--- src/rtl/dual_issue_scheduler.sv ---
// Two-lane issue controller: decides per cycle whether the fetched pair dual-issues,
// single-issues, stalls on a pending load, or is squashed after a taken branch.
module dual_issue_scheduler #(
  parameter int LOAD_LAT     = 2,
  parameter int FLUSH_CYCLES = 1,
  parameter int NREGS        = 32
) (
  input  logic        clk,
  input  logic        rst,
  input  logic        fetch_valid,
  input  logic [31:0] instruction0,
  input  logic [31:0] instruction1,
  input  logic        branch_taken,
  output logic        datapath_1_enable,
  output logic        datapath_2_enable,
  output logic [31:0] issue_ins0,
  output logic [31:0] issue_ins1,
  output logic        freeze1,
  output logic        freeze2,
  output logic [1:0]  pc_advance,
  output logic [1:0]  dbg_state
);

  localparam int RW = $clog2(NREGS);
  localparam int CW = (LOAD_LAT < 1) ? 1 : $clog2(LOAD_LAT + 1);
  localparam int FW = (FLUSH_CYCLES < 2) ? 1 : $clog2(FLUSH_CYCLES);
  localparam logic [31:0] NOP = 32'h0000_0013;

  localparam logic [6:0] OP_LUI = 7'h37, OP_AUIPC = 7'h17, OP_JAL = 7'h6f, OP_JALR = 7'h67;
  localparam logic [6:0] OP_BR = 7'h63, OP_LD = 7'h03, OP_ST = 7'h23, OP_IMM = 7'h13, OP_REG = 7'h33;

  typedef enum logic [1:0] {RUN = 2'd0, STALL = 2'd1, FLUSH = 2'd2} state_t;

  typedef struct packed {
    logic          rd_w;
    logic          rs1_r;
    logic          rs2_r;
    logic          ctrl;
    logic          mem;
    logic          load;
    logic [RW-1:0] rd;
    logic [RW-1:0] rs1;
    logic [RW-1:0] rs2;
  } dec_t;

  // Register-use flags are cleared for x0 so x0 can never create a hazard.
  function automatic dec_t decode(input logic [31:0] ins);
    dec_t d;
    d     = '0;
    d.rd  = ins[7 +: RW];
    d.rs1 = ins[15 +: RW];
    d.rs2 = ins[20 +: RW];
    case (ins[6:0])
      OP_LUI, OP_AUIPC: d.rd_w = 1'b1;
      OP_JAL:  begin d.rd_w = 1'b1; d.ctrl = 1'b1; end
      OP_JALR: begin d.rd_w = 1'b1; d.rs1_r = 1'b1; d.ctrl = 1'b1; end
      OP_BR:   begin d.rs1_r = 1'b1; d.rs2_r = 1'b1; d.ctrl = 1'b1; end
      OP_LD:   begin d.rd_w = 1'b1; d.rs1_r = 1'b1; d.mem = 1'b1; d.load = 1'b1; end
      OP_ST:   begin d.rs1_r = 1'b1; d.rs2_r = 1'b1; d.mem = 1'b1; end
      OP_IMM:  begin d.rd_w = 1'b1; d.rs1_r = 1'b1; end
      OP_REG:  begin d.rd_w = 1'b1; d.rs1_r = 1'b1; d.rs2_r = 1'b1; end
      default: ;
    endcase
    if (d.rd == '0)  d.rd_w  = 1'b0;
    if (d.rs1 == '0) d.rs1_r = 1'b0;
    if (d.rs2 == '0) d.rs2_r = 1'b0;
    return d;
  endfunction

  function automatic logic reads(input dec_t d, input logic [RW-1:0] r);
    return (d.rs1_r && (d.rs1 == r)) || (d.rs2_r && (d.rs2 == r));
  endfunction

  state_t        state_q, state_d;
  logic [CW-1:0] cnt_q, cnt_d;
  logic [RW-1:0] busy_q, busy_d;
  logic [FW-1:0] flush_q, flush_d;
  logic          en1_d, en2_d, f1_d, f2_d, load_issue;
  logic [1:0]    adv_d;
  logic [31:0]   ins0_d, ins1_d;
  dec_t          da, db;
  logic          a_busy, b_busy, dual_ok;

  assign da     = decode(instruction0);
  assign db     = decode(instruction1);
  assign a_busy = (cnt_q != '0) && reads(da, busy_q);
  assign b_busy = (cnt_q != '0) && reads(db, busy_q);
  // Lane 2 has no memory port and lane 1 must not be a redirect for B to go alongside.
  assign dual_ok = !(da.rd_w && reads(db, da.rd)) &&
                   !(da.rd_w && db.rd_w && (da.rd == db.rd)) &&
                   !da.ctrl && !db.mem && !b_busy;

  always_comb begin
    state_d    = state_q;
    flush_d    = flush_q;
    en1_d      = 1'b0;
    en2_d      = 1'b0;
    f1_d       = 1'b0;
    f2_d       = 1'b0;
    adv_d      = 2'd0;
    ins0_d     = NOP;
    ins1_d     = NOP;
    load_issue = 1'b0;
    if (branch_taken) begin
      state_d = FLUSH;
      flush_d = FW'(FLUSH_CYCLES - 1);
    end else if ((state_q == FLUSH) && (flush_q != '0)) begin
      flush_d = flush_q - 1'b1;
    end else begin
      // STALL re-evaluates every cycle; the held pair keeps it stalled until the counter drains.
      state_d = RUN;
      if (fetch_valid) begin
        if (a_busy) begin
          state_d = STALL;
          f1_d    = 1'b1;
        end else if (dual_ok) begin
          en1_d      = 1'b1;
          en2_d      = 1'b1;
          adv_d      = 2'd2;
          ins0_d     = instruction0;
          ins1_d     = instruction1;
          load_issue = da.load;
        end else begin
          en1_d      = 1'b1;
          f2_d       = 1'b1;
          adv_d      = 2'd1;
          ins0_d     = instruction0;
          load_issue = da.load;
        end
      end
    end
    busy_d = busy_q;
    cnt_d  = cnt_q;
    if (load_issue) begin
      busy_d = da.rd;
      cnt_d  = CW'(LOAD_LAT);
    end else if (cnt_q != '0) begin
      cnt_d = cnt_q - 1'b1;
    end
  end

  always_ff @(posedge clk) begin
    if (rst) begin
      state_q           <= RUN;
      flush_q           <= '0;
      cnt_q             <= '0;
      busy_q            <= '0;
      datapath_1_enable <= 1'b0;
      datapath_2_enable <= 1'b0;
      freeze1           <= 1'b0;
      freeze2           <= 1'b0;
      pc_advance        <= 2'd0;
      issue_ins0        <= NOP;
      issue_ins1        <= NOP;
    end else begin
      state_q           <= state_d;
      flush_q           <= flush_d;
      cnt_q             <= cnt_d;
      busy_q            <= busy_d;
      datapath_1_enable <= en1_d;
      datapath_2_enable <= en2_d;
      freeze1           <= f1_d;
      freeze2           <= f2_d;
      pc_advance        <= adv_d;
      issue_ins0        <= ins0_d;
      issue_ins1        <= ins1_d;
    end
  end

  assign dbg_state = state_q;

endmodule
--- config.mk ---
export PLATFORM = sky130hd
export DESIGN_NAME = dual_issue_scheduler
export DESIGN_NICKNAME = d
export VERILOG_FILES = /design/src/rtl/dual_issue_scheduler.sv
export SDC_FILE = /design/constraint.sdc
export NUM_CORES = 1
export LEC_CHECK = 0
export CAP_MARGIN = 20
export CELL_PAD_IN_SITES_DETAIL_PLACEMENT = 1
export CELL_PAD_IN_SITES_GLOBAL_PLACEMENT = 1
export CORE_MARGIN = 4
export CORE_UTILIZATION = 34
export DETAILED_ROUTE_END_ITERATION = 16
export GPL_TIMING_DRIVEN = 0
export HOLD_SLACK_MARGIN = 0.1
export PLACE_DENSITY = 0.85
export RECOVER_POWER = 100
export SETUP_SLACK_MARGIN = 0.4
export SYNTH_ARGS = -nofsm -noshare
export SYNTH_HDL_FRONTEND = slang
export SYNTH_SLANG_ARGS = --single-unit
export TNS_END_PERCENT = 10
--- constraint.sdc ---
create_clock -name clk -period 3 [get_ports clk]
set_input_delay 0.3 -clock clk [delete_from_list [all_inputs] [get_ports clk]]
set_output_delay 0.3 -clock clk [all_outputs]
set_load 0.05 [all_outputs]
==> load_flow_metrics.sql, run 1 <==
INSERT INTO impl_metrics (metric_group, metric, value, unit) VALUES
('run', 'cap_viol_max_count', '0', ''),
('yosys', 'synth_fp_nets', '362', ''),
('power_and_ir_drop', 'pwr-share-comb', '14.5', '%'),
('yosys', 'yosys-top-cells-area', 'dfxtp_1, nor4b_2, and2_1, xnor2_1, xor2_1', ''),
('global_routing', 'grt.total_usage', '17.33', '%'),
('timing', 'finalMaxSlewViolations', '0', ''),
('timing', 'worstMarginPinSlew', '0.5864', 'ns'),
('worst_setup_path', 'criticalPathCategory', 'in -> reg', ''),
('yosys', 'synthDominantCellAreaShare', '48.60', '%'),
('floorplan', 'rows', '35', ''),
('detailed_routing', 'routedWlPerCell', '16.58', 'µm'),
('timing', 'max_freq', '380.8', 'MHz'),
('placed_design', 'placed_cell_area', '0.004706', 'mm²'),
('detailed_routing', 'dr.first_iter.drc_count', '47', ''),
('timing', 'fin_setup_tns', '0', 'ns'),
('outcome', 'outcome', 'complete, no violations', ''),
('clock_network', 'tritoncts_num_sinks', '78', ''),
('worst_setup_path', 'critPathArrivalTime', '2.87', 'ns'),
('power_and_ir_drop', 'sequentialPowerShare', '44.8', '%'),
('placed_design', 'buffer_ports.inserted', '133', ''),
('timing', 'fin_crit_sh', '87.54', '%'),
('yosys', 'synthDistinctLibCells', '40', ''),
('detailed_routing', 'detail_route.drc_violations', '0', ''),
('cells_and_area', 'most-common-layout-cells', 'dfxtp_1, dlygate4sd3_1, clkdlybuf4s50_1, xnor2_1, and2_1', ''),
('floorplan', 'floorplan.die.width', '105.2', 'µm'),
('worst_setup_path', 'path_max_fanout', '10', ''),
('global_routing', 'grt_antenna_before_repair', '0', ''),
('timing', 'timing_hold_violations_final', '0', ''),
('cells_and_area', 'final_layout_size_suffix_gt1_share', '9.481', '%'),
('floorplan', 'core-area', '0.009240', 'mm²'),
('yosys', 'synth_instances', '294', ''),
('power_and_ir_drop', 'p_per_area', '491.5', 'mW/mm²'),
('power_and_ir_drop', 'power.share.switching', '24.78', '%'),
('clock_network', 'ctsLongestPathBuffers', '2', ''),
('power_and_ir_drop', 'part_of_the_total_power_dissipated_in_the_clock_network', '40.7', '%'),
('detailed_routing', 'avgViaCountPerCell', '4.731', ''),
('timing', 'worst_slew_margin_rel', '60.55', '%'),
('yosys', 'ys_ff_latch', '78', ''),
('cells_and_area', 'fin_util', '52.36', '%'),
('timing', 'fin_hold_ws', '0.2293', 'ns'),
('yosys', 'share_of_synthesized_area_occupied_by_flip_flops_and_latches', '48.60', '%'),
('clock_network', 'cts_inserted_buffers', '9', ''),
('power_and_ir_drop', 'p_leak', '1.999', 'nW'),
('clock_network', 'clkLatencyLatePin', '0.35', 'ns'),
('cells_and_area', 'final_design_instance_area_without_fill', '0.004838', 'mm²'),
('timing', 'endpoints_failing_setup', '0', ''),
('yosys', 'post_synth.cell_area_avg', '10.93', 'µm²'),
('floorplan', 'die_h', '105.2', 'µm'),
('cells_and_area', 'final_net_count', '507', ''),
('timing', 'finalWorstPathRequiredPeriod', '2.626', 'ns'),
('yosys', 'synthDominantAreaCellType', 'dfxtp_1', ''),
('worst_setup_path', 'cp-end-kind', 'flop', ''),
('worst_setup_path', 'cp_data_required_time', '3.25', 'ns'),
('detailed_routing', 'antenna_left', '0', ''),
('clock_network', 'clock_tree.htree_level_count', '3', ''),
('cells_and_area', 'diodes', '0', ''),
('floorplan', 'die_area', '0.01107', 'mm²'),
('clock_network', 'clock_tree_from_tritoncts', 'yes', ''),
('power_and_ir_drop', 'ir_drop', '0.2078', 'mV'),
('yosys', 'mapped_cell_area', '0.003213', 'mm²'),
('worst_setup_path', 'critical_path.startpoint_type', 'primary input', ''),
('detailed_routing', 'detail_route.wirelength', '9.481', 'mm'),
('power_and_ir_drop', 'total_power', '0.002378', 'W'),
('clock_network', 'clkSlewWorstSetupHoldPaths', '0.08', 'ns'),
('global_routing', 'use_met3', '7.165', '%'),
('clock_network', 'post_cts_hold_buffer_count', '0', ''),
('global_routing', 'grt_first_pass_wirelength', '15.14', 'mm'),
('power_and_ir_drop', 'power.internal', '0.001789', 'W'),
('timing', 'rsz0062_at_grt', 'false', ''),
('placed_design', 'gp_congestion', '0.7780', ''),
('detailed_routing', 'detailedRoute.firstPassIterationCount', '4', '');
## final cells by class
cell class,count,area [µm²]
clock buffers,10,137.6
repair buffers,134,1339
multi-input cells,187,1373
plain buffers,25,143.9
flip-flops and latches,78,1562
clock inverters,5,107.6
fillers,1004,4402
inverters,4,15.01
well taps,129,161.4
## synth_stat cells, drive strengths merged
cell type,number
o2111a,1
and4,1
nor3,4
dfxtp,78
a21oi,4
clkbuf,11
a32oi,1
xor2,13
o41ai,1
nor4,6
and3,1
nor4b,27
nand3b,3
nor4bb,1
and2,31
nor2b,2
buf,14
o211ai,1
nand4,5
a21boi,3
nor3b,3
o21bai,2
mux2i,5
o21ai,4
a211o,2
a21o,1
nand2,10
nand3,5
xnor2,20
nand4bb,2
nor2,18
or4,6
inv,4
nand2b,4
## power by group through the flow
stage	clock (W)	combinational, W	sequential (W)
final	0.000968	0.000345	0.00106
after global routing	0.00104	0.000366	0.00107
after floorplan	0	0.000101	0.00118
after detailed placement	0	0.000362	0.00109
after CTS	0.000990	0.000364	0.00107
after global placement	0	0.000354	0.00109
## per-stage QoR
step | cells | setup WS [ns]
6_report | 572 | 0.3738
5_1_grt | 572 | 0.2311
4_1_cts | 571 | 0.4055
3_5_place_dp | 556 | 0.07184
3_3_place_gp | 556 | 0.06934
2_1_floorplan | 294 | 0.9397
## what timing repair did
action,in CTS,in global routing
endpoints found under the setup margin,0,10
setup buffers,0,1
resized for setup,0,2
## worst max-delay path, stage by stage
cell and delay, ns:
dlygate4sd3_1 0.62, or4_1 0.55, o211ai_1 0.26, nor4_1 0.11, a211o_1 0.28, and2_4 0.20, clkbuf_2 0.22, nor4b_1 0.32
## flip-flops by register name, indices dropped and copies added (netlist names), 2 cells and up
register	count
busy_q	5
issue_ins1	32
cnt_q	2
issue_ins0	32
dbg_state	2
## per-layer routing
metal,vias to the layer above,part of all wire (%)
li1,1305,-
met1,1292,39
met2,95,51
met3,14,8.2
met4,0,1.7
met5,-,0
## cells by family (layout without fill, tap and decap cells)
| family | Yosys count | count (layout) | share of synthesized area, % |
|---|---|---|---|
| xor gates and xnor gates | 33 | 33 | 8.995 |
| muxes | 5 | 5 | 1.558 |
| and+or+nand+nor | 129 | 129 | 31.07 |
| buffers and inverters | 29 | 178 | 5.334 |
| DFF | 78 | 78 | 48.60 |
| AOI/OAI and AO/OA | 20 | 20 | 4.439 |
## path summary, 6_finish.rpt
kind,cells past startpoint,slack (ns),start,endpoint
worst max-delay path,8,0.37,instruction1[21],issue_ins1[27]
worst min-delay path,2,0.23,instruction0[8],issue_ins0[8]
worst max register to register,9,0.51,busy_q[0],issue_ins0[8]
worst min register to register,1,0.48,flush_q,flush_q
(Power assumes the default switching activity.)
==> inputs of run 2 (changes only) <==
--- a/config.mk
+++ b/config.mk
@@ -13,6 +13,7 @@
 export DETAILED_ROUTE_END_ITERATION = 16
 export GPL_TIMING_DRIVEN = 0
 export HOLD_SLACK_MARGIN = 0.1
+export MAX_ROUTING_LAYER = met4
 export PLACE_DENSITY = 0.85
 export RECOVER_POWER = 100
 export SETUP_SLACK_MARGIN = 0.4
==> load_flow_metrics.sql, run 2 (synthesis results as in run 1) <==
INSERT INTO impl_metrics (metric_group, metric, value, unit) VALUES
('outcome', 'outcome', 'complete, no violations', ''),
('min_path', 'min-delay-path-class', 'in -> reg', ''),
('cells_and_area', 'diodes', '0', ''),
('worst_setup_path', 'worstReg2RegStart', 'busy_q[0]', ''),
('floorplan', 'die_h', '105.2', 'µm'),
('floorplan', 'core-area', '0.009240', 'mm²'),
('detailed_routing', 'route.vias.total', '2708', ''),
('power_and_ir_drop', 'total_power', '0.002378', 'W'),
('clock_network', 'clock_tree.htree_level_count', '3', ''),
('global_routing', 'grt_antenna_before_repair', '0', ''),
('worst_setup_path', 'cp_data_required_time', '3.24', 'ns'),
('detailed_routing', 'dr.first_iter.drc_count', '50', ''),
('clock_network', 'clkSlewWorstSetupHoldPaths', '0.08', 'ns'),
('timing', 'fin_hold_ws', '0.2287', 'ns'),
('cells_and_area', 'most-common-layout-cells', 'dfxtp_1, dlygate4sd3_1, clkdlybuf4s50_1, xnor2_1, and2_1', ''),
('power_and_ir_drop', 'part_of_the_total_power_dissipated_in_the_clock_network', '40.7', '%'),
('worst_setup_path', 'reg2regPathDepth', '9', ''),
('timing', 'rsz0062_at_grt', 'false', ''),
('min_path', 'worst_hold_start', 'instruction0[8]', ''),
('clock_network', 'post_cts_hold_buffer_count', '0', ''),
('timing', 'fin_crit_sh', '87.95', '%'),
('floorplan', 'rows', '35', ''),
('clock_network', 'ctsLongestPathBuffers', '2', ''),
('detailed_routing', 'detailedRoute.firstPassIterationCount', '4', ''),
('global_routing', 'grt_pass1_vias', '2986', ''),
('power_and_ir_drop', 'sequentialPowerShare', '44.8', '%'),
('timing', 'worst_slew_margin_rel', '62.42', '%'),
('power_and_ir_drop', 'pwr-share-comb', '14.5', '%'),
('power_and_ir_drop', 'p_per_area', '491.4', 'mW/mm²'),
('detailed_routing', 'detail_route.drc_violations', '0', ''),
('clock_network', 'cts_inserted_buffers', '9', ''),
('global_routing', 'grt_remaining_overflow', '0', ''),
('clock_network', 'clock_tree_from_tritoncts', 'yes', ''),
('detailed_routing', 'avgViaCountPerCell', '4.734', ''),
('placed_design', 'gp_congestion', '0.7887', ''),
('timing', 'finalMaxSlewViolations', '0', ''),
('power_and_ir_drop', 'power.internal', '0.001789', 'W'),
('power_and_ir_drop', 'ir_drop', '0.2079', 'mV'),
('clock_network', 'clkLatencyLatePin', '0.34', 'ns'),
('floorplan', 'initial_core_util', '34.77', '%'),
('cells_and_area', 'final_design_instance_area_without_fill', '0.004838', 'mm²'),
('run', 'cap_viol_max_count', '0', ''),
('detailed_routing', 'routedWlPerCell', '16.60', 'µm'),
('cells_and_area', 'layout_commonest_cell', 'dfxtp_1', ''),
('detailed_routing', 'antenna_left', '0', ''),
('cells_and_area', 'largestRegisters', 'issue_ins0: 32 flops, issue_ins1: 32 flops, busy_q: 5 flops', ''),
('worst_setup_path', 'crit-reg2reg-capture', 'issue_ins0[8]', ''),
('min_path', 'hold_depth', '2', ''),
('floorplan', 'floorplan.die.width', '105.2', 'µm'),
('timing', 'endpoints_failing_setup', '0', ''),
('timing', 'max_freq', '379.0', 'MHz'),
('power_and_ir_drop', 'power.share.switching', '24.76', '%'),
('placed_design', 'hpwlAfterDp', '7.443', 'mm'),
('timing', 'worstMarginPinSlew', '0.5586', 'ns'),
('timing', 'fin_worst_skew', '0.008281', 'ns'),
('global_routing', 'grt_first_pass_wirelength', '15.10', 'mm'),
('floorplan', 'die_area', '0.01107', 'mm²'),
('placed_design', 'buffer_ports.inserted', '133', ''),
('worst_setup_path', 'cp-end-kind', 'flop', ''),
('worst_setup_path', 'critical_path.startpoint_type', 'primary input', ''),
('cells_and_area', 'final_layout_size_suffix_gt1_share', '9.481', '%'),
('global_routing', 'grt_start_max_net_pins', '14', ''),
('timing', 'fin_setup_tns', '0', 'ns'),
('power_and_ir_drop', 'p_switching', '0.0005888', 'W'),
('power_and_ir_drop', 'p_leak', '1.999', 'nW'),
('placed_design', 'placed_cell_area', '0.004706', 'mm²'),
('cells_and_area', 'final_net_count', '507', ''),
('worst_setup_path', 'path_max_fanout', '10', ''),
('global_routing', 'grt.total_usage', '17.76', '%'),
('min_path', 'hold_path_end', 'issue_ins0[8]', ''),
('timing', 'finalWorstPathRequiredPeriod', '2.638', 'ns'),
('floorplan', 'io_pins', '140', ''),
('detailed_routing', 'detail_route.wirelength', '9.498', 'mm'),
('worst_setup_path', 'r2r_slack', '0.53', 'ns'),
('clock_network', 'tritoncts_num_sinks', '78', ''),
('cells_and_area', 'area.growth.synth_to_final', '50.58', '%'),
('clock_network', 'clock-root-buffer', 'clkbuf_8', ''),
('worst_setup_path', 'criticalPathCategory', 'in -> reg', ''),
('worst_setup_path', 'critPathArrivalTime', '2.88', 'ns'),
('timing', 'timing_hold_violations_final', '0', '');
[run 2: cell counts in the layout (fill, tap and decap cells not counted)]
Identical to the previous run, type by type.
[run 2: timing repair]
action                     4_1_cts  5_1_grt
setup endpoints to repair        0       10
buffers inserted                 0        1
resized for setup                0        2
[run 2: layout make-up]
class,count,area (µm²)
clock inverter,5,107.6
inverter,4,15.01
tap,129,161.4
timing repair buffer,134,1339
sequential,78,1562
multi-input combinational,187,1373
buffer,25,143.9
fill,1004,4402
clock buffer,10,137.6
[run 2: worst max-delay path, stage by stage]
cell,delay (ns)
dlygate4sd3_1,0.62
or4_1,0.55
o211ai_1,0.26
nor4_1,0.11
a211o_1,0.27
and2_4,0.20
clkbuf_2,0.22
nor4b_1,0.33
[run 2: how the worst max path moves through the flow]
stage	start	end	slack, ns
4_1_cts	instruction1[2]	issue_ins1[21]	0.41
2_1_floorplan	instruction0[9]	issue_ins1[4]	0.94
6_report	instruction1[21]	issue_ins1[27]	0.36
5_1_grt	instruction1[21]	issue_ins1[27]	0.23
3_5_place_dp	instruction1[2]	issue_ins1[21]	0.07
3_3_place_gp	instruction1[0]	issue_ins1[26]	0.07
[run 2: per-layer routing]
layer | GRT usage, % | vias up | share of wire, %
li1 | - | 1306 | -
met1 | 18.81 | 1280 | 40
met2 | 31.24 | 108 | 51
met3 | 5.634 | 14 | 7.1
met4 | 5.998 | 0 | 1.4
met5 | - | - | 0
[run 2: power groups by stage]
stage | clock network [W] | registers [W] | logic, W
4_1_cts | 0.000990 | 0.00107 | 0.000364
6_report | 0.000968 | 0.00106 | 0.000345
3_5_place_dp | 0 | 0.00109 | 0.000362
2_1_floorplan | 0 | 0.00118 | 0.000101
5_1_grt | 0.00104 | 0.00107 | 0.000366
3_3_place_gp | 0 | 0.00109 | 0.000354
[run 2: metrics by stage]
step / utilization [%] / cells / setup WS [ns]
after detailed placement: 50.93 / 556 / 0.07184
after global routing: 52.36 / 572 / 0.2257
final: 52.36 / 572 / 0.3616
after global placement: 50.93 / 556 / 0.06934
after floorplan: - / 294 / 0.9397
after CTS: 53.58 / 571 / 0.4055
==> inputs of run 3 (changes only) <==
==> constraint.sdc (replaced) <==
create_clock -name clk -period 3.2 [get_ports clk]
set_input_delay 0.32 -clock clk [delete_from_list [all_inputs] [get_ports clk]]
set_output_delay 0.32 -clock clk [all_outputs]
set_load 0.05 [all_outputs]
==> load_flow_metrics.sql, run 3 (synthesis results as in run 1) <==
INSERT INTO impl_metrics (metric_group, metric, value, unit) VALUES
('clock_network', 'tritoncts_num_sinks', '78', ''),
('min_path', 'min-delay-path-class', 'in -> reg', ''),
('worst_setup_path', 'criticalPathCategory', 'in -> reg', ''),
('power_and_ir_drop', 'p_leak', '1.992', 'nW'),
('clock_network', 'cts_inserted_buffers', '9', ''),
('power_and_ir_drop', 'part_of_the_total_power_dissipated_in_the_clock_network', '40.6', '%'),
('min_path', 'hold_depth', '2', ''),
('timing', 'rsz0062_at_grt', 'false', ''),
('floorplan', 'floorplan.die.width', '105.2', 'µm'),
('clock_network', 'post_cts_hold_buffer_count', '0', ''),
('cells_and_area', 'most-common-layout-cells', 'dfxtp_1, dlygate4sd3_1, clkdlybuf4s50_1, xnor2_1, and2_1', ''),
('placed_design', 'buffer_ports.inserted', '133', ''),
('global_routing', 'grt_remaining_overflow', '0', ''),
('cells_and_area', 'area.growth.synth_to_final', '50.58', '%'),
('clock_network', 'ctsLongestPathBuffers', '2', ''),
('worst_setup_path', 'crit_path_cell_trace', 'dlygate4sd3_1 > or4_1 > o211ai_1 > nor4_1 > a211o_1 > and2_0 > clkbuf_2 > nor4b_1', ''),
('cells_and_area', 'final.fill_count', '1003', ''),
('timing', 'max_freq', '353.5', 'MHz'),
('floorplan', 'initial_core_util', '34.77', '%'),
('detailed_routing', 'detail_route.drc_violations', '0', ''),
('power_and_ir_drop', 'power.internal', '0.001677', 'W'),
('detailed_routing', 'route.vias.total', '2705', ''),
('power_and_ir_drop', 'sequentialPowerShare', '44.8', '%'),
('placed_design', 'gp_congestion', '0.7887', ''),
('floorplan', 'die_area', '0.01107', 'mm²'),
('floorplan', 'io_pins', '140', ''),
('global_routing', 'grt_first_pass_wirelength', '15.10', 'mm'),
('floorplan', 'rows', '35', ''),
('worst_setup_path', 'critPathArrivalTime', '3.07', 'ns'),
('worst_setup_path', 'critical_path.startpoint_type', 'primary input', ''),
('global_routing', 'grt_pass1_vias', '2986', ''),
('timing', 'fin_crit_sh', '88.41', '%'),
('timing', 'endpoints_failing_setup', '0', ''),
('floorplan', 'die_h', '105.2', 'µm'),
('outcome', 'outcome', 'complete, no violations', ''),
('cells_and_area', 'fin_util', '52.36', '%'),
('worst_setup_path', 'cp_data_required_time', '3.44', 'ns'),
('timing', 'finalWorstPathRequiredPeriod', '2.829', 'ns'),
('clock_network', 'clock_tree.htree_level_count', '3', ''),
('power_and_ir_drop', 'p_switching', '0.0005488', 'W'),
('detailed_routing', 'detail_route.wirelength', '9.464', 'mm'),
('clock_network', 'clock_tree_from_tritoncts', 'yes', ''),
('power_and_ir_drop', 'power.share.switching', '24.66', '%'),
('worst_setup_path', 'crit_path_max_incr_delay', '0.62', 'ns'),
('run', 'cap_viol_max_count', '0', ''),
('detailed_routing', 'antenna_left', '0', ''),
('clock_network', 'clkSlewWorstSetupHoldPaths', '0.08', 'ns'),
('power_and_ir_drop', 'pwr-share-comb', '14.5', '%'),
('cells_and_area', 'final_net_count', '506', ''),
('worst_setup_path', 'reg2regPathDepth', '9', ''),
('global_routing', 'grt_start_max_net_pins', '14', ''),
('worst_setup_path', 'cpMaxStageDelayCell', 'dlygate4sd3_1', ''),
('timing', 'fin_setup_tns', '0', 'ns'),
('cells_and_area', 'layout_commonest_cell', 'dfxtp_1', ''),
('clock_network', 'clock-root-buffer', 'clkbuf_8', ''),
('timing', 'fin_worst_skew', '0.008035', 'ns'),
('detailed_routing', 'dr.first_iter.drc_count', '44', ''),
('global_routing', 'grt.total_usage', '17.76', '%'),
('cells_and_area', 'largestRegisters', 'issue_ins0: 32 flops, issue_ins1: 32 flops, busy_q: 5 flops', ''),
('clock_network', 'postCtsSetupRepairBufs', '0', ''),
('timing', 'timing_hold_violations_final', '0', ''),
('worst_setup_path', 'cp-end-kind', 'flop', ''),
('detailed_routing', 'detailedRoute.firstPassIterationCount', '6', ''),
('timing', 'finalMaxSlewViolations', '0', ''),
('floorplan', 'core-area', '0.009240', 'mm²'),
('detailed_routing', 'routedWlPerCell', '16.57', 'µm'),
('power_and_ir_drop', 'p_per_area', '460.1', 'mW/mm²'),
('cells_and_area', 'diodes', '0', ''),
('clock_network', 'clkLatencyLatePin', '0.34', 'ns'),
('worst_setup_path', 'path_max_fanout', '10', ''),
('placed_design', 'hpwlAfterDp', '7.443', 'mm'),
('power_and_ir_drop', 'ir_drop', '0.1922', 'mV'),
('worst_setup_path', 'r2r_slack', '0.67', 'ns'),
('cells_and_area', 'final_layout_size_suffix_gt1_share', '8.824', '%'),
('detailed_routing', 'avgViaCountPerCell', '4.737', ''),
('global_routing', 'grt_antenna_before_repair', '0', ''),
('timing', 'worstMarginPinSlew', '0.5689', 'ns'),
('timing', 'worst_slew_margin_rel', '61.72', '%');
-- run 3: cell types whose count changed in the layout (fill, tap and decap cells not counted), moves of 2 or more --
cell | previous run | this run
buf_2 | 5 | 3
nor4b_1 | 19 | 17
nor4b_2 | 8 | 10
clkbuf_1 | 11 | 13
-- run 3: power by group through the flow --
stage | Combinational, W | Sequential [W] | Clock, W
6_report | 0.000324 | 0.000998 | 0.000904
5_1_grt | 0.000344 | 0.00100 | 0.000974
4_1_cts | 0.000341 | 0.00100 | 0.000928
3_5_place_dp | 0.000339 | 0.00102 | 0
3_3_place_gp | 0.000332 | 0.00102 | 0
2_1_floorplan | 0.0000944 | 0.00111 | 0
-- run 3: routing by layer --
layer	wire [µm]	GRT usage [%]	part of all wire, %
met4	119	5.998	1.3
met3	650	5.634	6.9
met1	3821	18.81	40
met2	4872	31.24	51
met5	0	-	0
-- run 3: final timing paths --
path,startpoint,end
max,instruction1[21],issue_ins1[22]
min,instruction0[8],issue_ins0[8]
max reg2reg,busy_q[0],issue_ins0[31]
min reg2reg,flush_q,flush_q
-- run 3: repair_timing --
action                                  in CTS  in global routing
hold endpoints to repair                     0                  0
gates resized for setup                      0                  1
endpoints found under the setup margin       0                 10
-- run 3: cell type report --
cell class	count	area (µm²)	area share [%]
plain buffers	25	147.6	3.051
well taps	129	161.4	3.336
flip-flops and latches	78	1562	32.27
inverters	4	15.01	0.3103
multi-input cells	187	1376	28.45
clock buffers	10	137.6	2.845
repair buffers	133	1331	27.51
clock inverters	5	107.6	2.224
-- run 3: stage by stage --
| step | total power [W] | std cells | area (µm²) | hold WS (ns) | setup slack, ns |
|---|---|---|---|---|---|
| after floorplan | 0.001200 | 294 | 3213 | 0.4215 | 1.120 |
| after CTS | 0.002269 | 571 | 4951 | 0.2323 | 0.5855 |
| final | 0.002226 | 571 | 4838 | 0.2533 | 0.3709 |
| after global routing | 0.002319 | 571 | 4838 | 0.2454 | 0.2865 |
| after detailed placement | 0.001362 | 556 | 4706 | 0.4668 | 0.2518 |
| after global placement | 0.001354 | 556 | 4706 | 0.4545 | 0.2493 |
-- run 3: worst max-delay path: cells and delay by family --
| family | cells | cell delay [ns] |
|---|---|---|
| buffers and inverters | 2 | 0.92 |
| and+or+nand+nor | 4 | 1.28 |
| AOI/OAI and AO/OA | 2 | 0.53 |
